## src/rtl/alu_tester_pkg.sv

```systemverilog
// Shared constants and types for the ALU tile tester and its golden model.
package alu_tester_pkg;

  localparam logic [1:0] OP_ADD = 2'b00;
  localparam logic [1:0] OP_SUB = 2'b01;
  localparam logic [1:0] OP_MUL = 2'b10;
  localparam logic [1:0] OP_DIV = 2'b11;

  localparam logic [7:0] DIV0_RESULT = 8'hFF;

  typedef enum logic [1:0] {
    ST_IDLE,
    ST_DRIVE,
    ST_SAMPLE,
    ST_DONE
  } state_e;

  localparam logic [1:0] SEL_ERR_CNT = 2'b00;
  localparam logic [1:0] SEL_FF_VEC  = 2'b01;
  localparam logic [1:0] SEL_FF_RES  = 2'b10;
  localparam logic [1:0] SEL_FLAGS   = 2'b11;

endpackage

```

## src/rtl/alu_golden.sv

```systemverilog
// Combinational reference for the 3-bit four-function ALU: vector {op,B,A} -> 8-bit result.
module alu_golden
  import alu_tester_pkg::*;
(
  input  logic [7:0] vec_i,
  output logic [7:0] exp_o
);

  logic [7:0] a, b;
  assign a = {5'b0, vec_i[2:0]};
  assign b = {5'b0, vec_i[5:3]};

  always_comb begin
    exp_o = 8'h00;
    case (vec_i[7:6])
      OP_ADD:  exp_o = a + b;
      OP_SUB:  exp_o = a - b;
      OP_MUL:  exp_o = a * b;
      OP_DIV:  exp_o = (b == 8'h00) ? DIV0_RESULT : a / b;
      default: exp_o = 8'h00;
    endcase
  end

endmodule

```

## src/rtl/tt_um_alu_tester.sv

```systemverilog
// Sweeps all 256 ALU vectors, checks results returned on uio_in, reports status when idle.
// Optional: define ALU_TESTER_STOP_ON_FAIL_EN to halt on the first mismatch.
module tt_um_alu_tester
  import alu_tester_pkg::*;
#(
  parameter int unsigned SETTLE_CYCLES = 4
) (
  input  logic       clk,
  input  logic       rst_n,
  input  logic       ena,
  input  logic [7:0] ui_in,
  output logic [7:0] uo_out,
  input  logic [7:0] uio_in,
  output logic [7:0] uio_out,
  output logic [7:0] uio_oe
);

`ifdef ALU_TESTER_STOP_ON_FAIL_EN
  localparam bit STOP_ON_FAIL = 1'b1;
`else
  localparam bit STOP_ON_FAIL = 1'b0;
`endif

  localparam logic [7:0] SETTLE_LOAD = 8'(SETTLE_CYCLES - 1);

  state_e     state_q;
  logic [7:0] vec_q, cnt_q, err_cnt_q, ff_vec_q, ff_res_q;
  logic       done_q, fail_q;
  logic [1:0] sync_q;
  logic       start_prev_q;

  logic       start, mismatch, finish;
  logic [7:0] exp_res;

  alu_golden u_golden (
    .vec_i (vec_q),
    .exp_o (exp_res)
  );

  assign start    = sync_q[1] & ~start_prev_q;
  assign mismatch = (uio_in != exp_res);
  assign finish   = (vec_q == 8'hFF) | (STOP_ON_FAIL & mismatch);

  always_ff @(posedge clk or negedge rst_n) begin
    if (!rst_n) begin
      state_q      <= ST_IDLE;
      vec_q        <= 8'h00;
      cnt_q        <= 8'h00;
      err_cnt_q    <= 8'h00;
      ff_vec_q     <= 8'h00;
      ff_res_q     <= 8'h00;
      done_q       <= 1'b0;
      fail_q       <= 1'b0;
      sync_q       <= 2'b00;
      start_prev_q <= 1'b0;
    end else begin
      sync_q       <= {sync_q[0], ui_in[7]};
      start_prev_q <= sync_q[1];
      if (!ena) begin
        // Abort keeps the error record; done is never set for a cut-short sweep.
        state_q <= ST_IDLE;
      end else begin
        case (state_q)
          ST_IDLE, ST_DONE: begin
            if (start) begin
              err_cnt_q <= 8'h00;
              ff_vec_q  <= 8'h00;
              ff_res_q  <= 8'h00;
              done_q    <= 1'b0;
              fail_q    <= 1'b0;
              vec_q     <= 8'h00;
              cnt_q     <= SETTLE_LOAD;
              state_q   <= ST_DRIVE;
            end
          end
          ST_DRIVE: begin
            if (cnt_q == 8'h00) state_q <= ST_SAMPLE;
            else                cnt_q   <= cnt_q - 8'd1;
          end
          ST_SAMPLE: begin
            if (mismatch) begin
              if (err_cnt_q != 8'hFF) err_cnt_q <= err_cnt_q + 8'd1;
              if (!fail_q) begin
                ff_vec_q <= vec_q;
                ff_res_q <= uio_in;
                fail_q   <= 1'b1;
              end
            end
            if (finish) begin
              done_q  <= 1'b1;
              state_q <= ST_DONE;
            end else begin
              vec_q   <= vec_q + 8'd1;
              cnt_q   <= SETTLE_LOAD;
              state_q <= ST_DRIVE;
            end
          end
          default: state_q <= ST_IDLE;
        endcase
      end
    end
  end

  always_comb begin
    uo_out = 8'h00;
    if (state_q == ST_DRIVE || state_q == ST_SAMPLE) begin
      uo_out = vec_q;
    end else begin
      case (ui_in[1:0])
        SEL_ERR_CNT: uo_out = err_cnt_q;
        SEL_FF_VEC:  uo_out = ff_vec_q;
        SEL_FF_RES:  uo_out = ff_res_q;
        SEL_FLAGS:   uo_out = {done_q, done_q & ~fail_q, fail_q, 5'b0};
        default:     uo_out = 8'h00;
      endcase
    end
  end

  assign uio_out = 8'h00;
  assign uio_oe  = 8'h00;

  logic unused_ui;
  assign unused_ui = &{1'b0, ui_in[6:2]};

endmodule

```

## config.mk

```make
export PLATFORM = sky130hd
export DESIGN_NAME = tt_um_alu_tester
export DESIGN_NICKNAME = d
export VERILOG_FILES = /design/src/rtl/alu_tester_pkg.sv /design/src/rtl/alu_golden.sv /design/src/rtl/tt_um_alu_tester.sv
export SDC_FILE = /design/constraint.sdc
export NUM_CORES = 1
export LEC_CHECK = 0
export BUFFER_PORTS_ARGS = -buffer_cell sky130_fd_sc_hd__buf_4
export CORE_MARGIN = 1
export CORE_UTILIZATION = 35
export CTS_CLUSTER_DIAMETER = 40
export CTS_CLUSTER_SIZE = 14
export DETAILED_ROUTE_END_ITERATION = 7
export PLACE_DENSITY_LB_ADDON = 0.05
export SYNTH_ARGS = -nofsm -noshare
export SYNTH_HDL_FRONTEND = slang
export SYNTH_SLANG_ARGS = --single-unit
```

## constraint.sdc

```tcl
create_clock -name clk -period 10.44 [get_ports clk]
set_input_delay 1.566 -clock clk [delete_from_list [all_inputs] [get_ports clk]]
set_output_delay 1.566 -clock clk [all_outputs]
set_load 0.05 [all_outputs]
```

==> summary.md <==
| Metric | Value |
|---|---|
| Critical path class | `flop to flop` |
| Vias/cell | `5.50` |
| Yosys Warn Count | `0` |
| Hold path depth | `0` |
| Clk sinks | `47` |
| Max Cap Viol | `0` |
| Status | `finished clean` |
| CTS tree | `done` |
| Multi-input gate area | `roughly 3200 µm²` |
| Crit-path most repeated cell | `ha_1` |
| Syn Area/Cell | `8.60 µm²` |
| Peak supply drop | `0.0836 mV` |
| NumNets Final | `630` |
| R2r endpoint | `err_cnt_q[6]` |
| DPL Wire Length | `9610 µm` |
| Final period util | `94.1%` |
| CP endpoint kind | `flop` |
| Largest net degree at the start of global routing | `48` |
| Synth Flop Type | `dfrtp_1` |
| Initial antenna violation count | `0` |
| RD Place Congestion | `0.826` |
| Worst-Skew Late Latency | `290 ps` |
| Reg2Reg Setup Slack | `620 ps` |
| Leak | `0.00226 µW` |
| Via count | `4058` |
| DRT Wirelength | `~13000 µm` |
| Slew Limit Fails | `0` |
| CP required | `10650 ps` |
| Met2 Use GR | `33.5%` |
| Die height | `115 µm` |
| Vias in the first global route | `3816` |
| Reg area | `1180 µm²` |
| Max FO, Critical Path | `6` |
| Async set or reset register ratio after synthesis | `100%` |
| # H-tree levels | `2` |
| Max-Slew Margin vs Limit | `between 20% and 30%` |
| Most common cell after layout, fill and taps aside | `nor2_1` |
| Clock skew | `3.00 ps` |
| CTS root buf | `clkbuf_16` |
| Delay of the slowest cell on the worst path | `530 ps` |
| M3 GR Usage | `2.06%` |
| Total gr overflow | `0` |
| Final setup viols | `0` |
| Most Crowded Layer GR | `met2` |
| Number of flops mapped to enable cells by yosys | `0` |
| Hold slack | `353 ps` |
| Post-DRT Antenna Nets | `0` |
| Most frequent cells in the layout | `nor2_1, buf_4, dfrtp_1` |
| Worst Hold Launch | `sync_q[0]` |
| CTS buffer count | `5` |
| Clk pin slew, worst setup/hold paths | `60 ps` |
| Hold path endpoint | `sync_q[1]` |
| Ports | `43` |
| CTS hold repair buffers | `0` |
| Worst slack at placement | `-126 ps` |
| Hold Path Class | `flop to flop` |
| Initial DRC count | `255` |
| Row count | `41` |
| PD cells | `110 nW/µm²` |
| Endpoints failing hold | `0` |
| Synthesis-to-layout area growth | `15.4%` |
| Met1 Usage GRT | `26.6%` |
| Wirelength per Cell | `17.3 µm` |
| Final setup margin | `617 ps` |
| Register area share after synthesis | `26.2%` |
| First-pass GRT wire length | `20400 µm` |
| CP Launch Type | `flop` |
| Cell variety after synth | `76` |
| Fin crit period | `just under 10000 ps` |
| Syn Std Cell Area | `4500 µm²` |
| DR pass1 iterations | `4` |
| Critical Path AT | `10040 ps` |
| Max stage delay cell, worst path | `or4_4` |
| Gate Count Post-Synth | `523` |
| Worst r2r src | `vec_q[3]` |
| Share of post-route cells with drive strength above 1 | `between 10% and 20%` |
| Die area | `13300 µm²` |
| Initial Utilization | `35.8%` |
| Slew @ Worst Pin | `~1100 ps` |
| Number of synthesized register bits | `47` |
| R2R depth | `47` |
| Core area | `12600 µm²` |
| Antenna Cells | `0` |
| Clock tree buffer depth | `2` |
| Fmax | `0.102 GHz` |
| Unrepaired setup endpoints after global routing | `no` |
| Overall Global Routing Usage | `20.0%` |
| Die Wd | `roughly 120 µm` |
| DR DRC count | `0` |
| IO Port Bufs | `21` |
| # fillers | `1291` |
[power by group]
group | total (µW) | switching, µW | internal, µW | leakage [µW]
logic | 233 | 144 | 89.3 | 0.00155
registers | 188 | 2.03 | 186 | 0.000640
clock network | 151 | 65.0 | 86.2 | 0.0000628
total | 572 | 211 | 361 | 0.00226
[kinds of logic after synthesis]
group | Yosys count | share of synthesized area [%]
AO/OA/AOI/OAI | 151 | 24.7
XOR/XNOR | 19 | 3.70
adder cells (fa/ha/maj) | 44 | 12.9
buffers and inverters | 56 | 6.62
flip-flops | 47 | 26.2
multiplexers | 18 | 5.15
other | 2 | 0.167
AND/OR/NAND/NOR | 186 | 20.6
[cell type report]
class	instances	share of cell area (%)
clock buffer	6	2.48
inverter	23	1.66
sequential	47	22.7
tap	172	4.15
timing repair buffer	51	7.38
multi-input combinational	439	61.6
[how the worst max path moves through the flow]
stage,endpoint,cells after the start,slack [ps],from
final,err_cnt_q[6],47,620,vec_q[3]
after global routing,err_cnt_q[6],48,6,vec_q[3]
after CTS,err_cnt_q[6],48,10,vec_q[3]
after detailed placement,err_cnt_q[0],48,-130,vec_q[3]
after global placement,err_cnt_q[6],47,-40,vec_q[3]
after floorplan,err_cnt_q[6],47,50,vec_q[3]
[synth_stat cells (7+ instances only)]
master    number  share of area [%]
inv_1         22                1.8
ha_1          40                 11
nor3_1        13                1.4
nor2b_1       11                1.5
mux2i_1       10                2.2
o21a_1         8                1.3
nand2_1       36                3.0
nand3_1       11                1.2
a31oi_1        7               0.97
clkbuf_1      10               0.84
o21ai_0       24                2.7
xnor2_1       13                2.5
a32o_1        16                3.6
a21oi_1       39                4.3
dfrtp_1       47                 26
buf_4         17                2.8
nor2_1        64                5.3
nor4_1         7               0.97
[sequential cells by signal, summed over array words and instances, names as in the netlist]
name,flops
state_q,2
sync_q,2
ff_res_q,8
vec_q,8
start_prev_q,1
ff_vec_q,8
fail_q,1
err_cnt_q,8
cnt_q,8
done_q,1
[metrics by stage]
stage | TNS (ps) | cell area (µm²) | cells | total power (µW) | util [%]
after global placement | -381 | 4890 | 722 | 404 | 38.9
after CTS | 0 | 5030 | 728 | 560 | 40.0
final | 0 | 5190 | 738 | 572 | 41.3
after global routing | 0 | 5190 | 738 | 606 | 41.3
after detailed placement | -1480 | 4890 | 722 | 405 | 38.9
after floorplan | 0 | 4570 | 541 | 350 | -
[critical path: cells and delay by family (launching register included)]
| kind | cells | cell delay, ps |
|---|---|---|
| AND/OR/NAND/NOR | 18 | 3330 |
| adder cells (fa/ha/maj) | 7 | 1940 |
| multiplexers | 3 | 880 |
| flip-flops | 1 | 390 |
| buffers and inverters | 1 | 160 |
| AO/OA/AOI/OAI | 18 | 3050 |
[routing by layer]
metal,routed length (µm),share of wire (%)
met4,302,2.4
met3,520,4.1
met1,5740,45
met5,0,0
met2,6230,49
[repair_timing]
item                       4_1_cts  5_1_grt
cloned                           0        1
pin swaps                        1       11
resized for setup                3       21
setup endpoints to repair       22       25
buffers inserted                 0        9
Power figures use the tool's default switching activity.
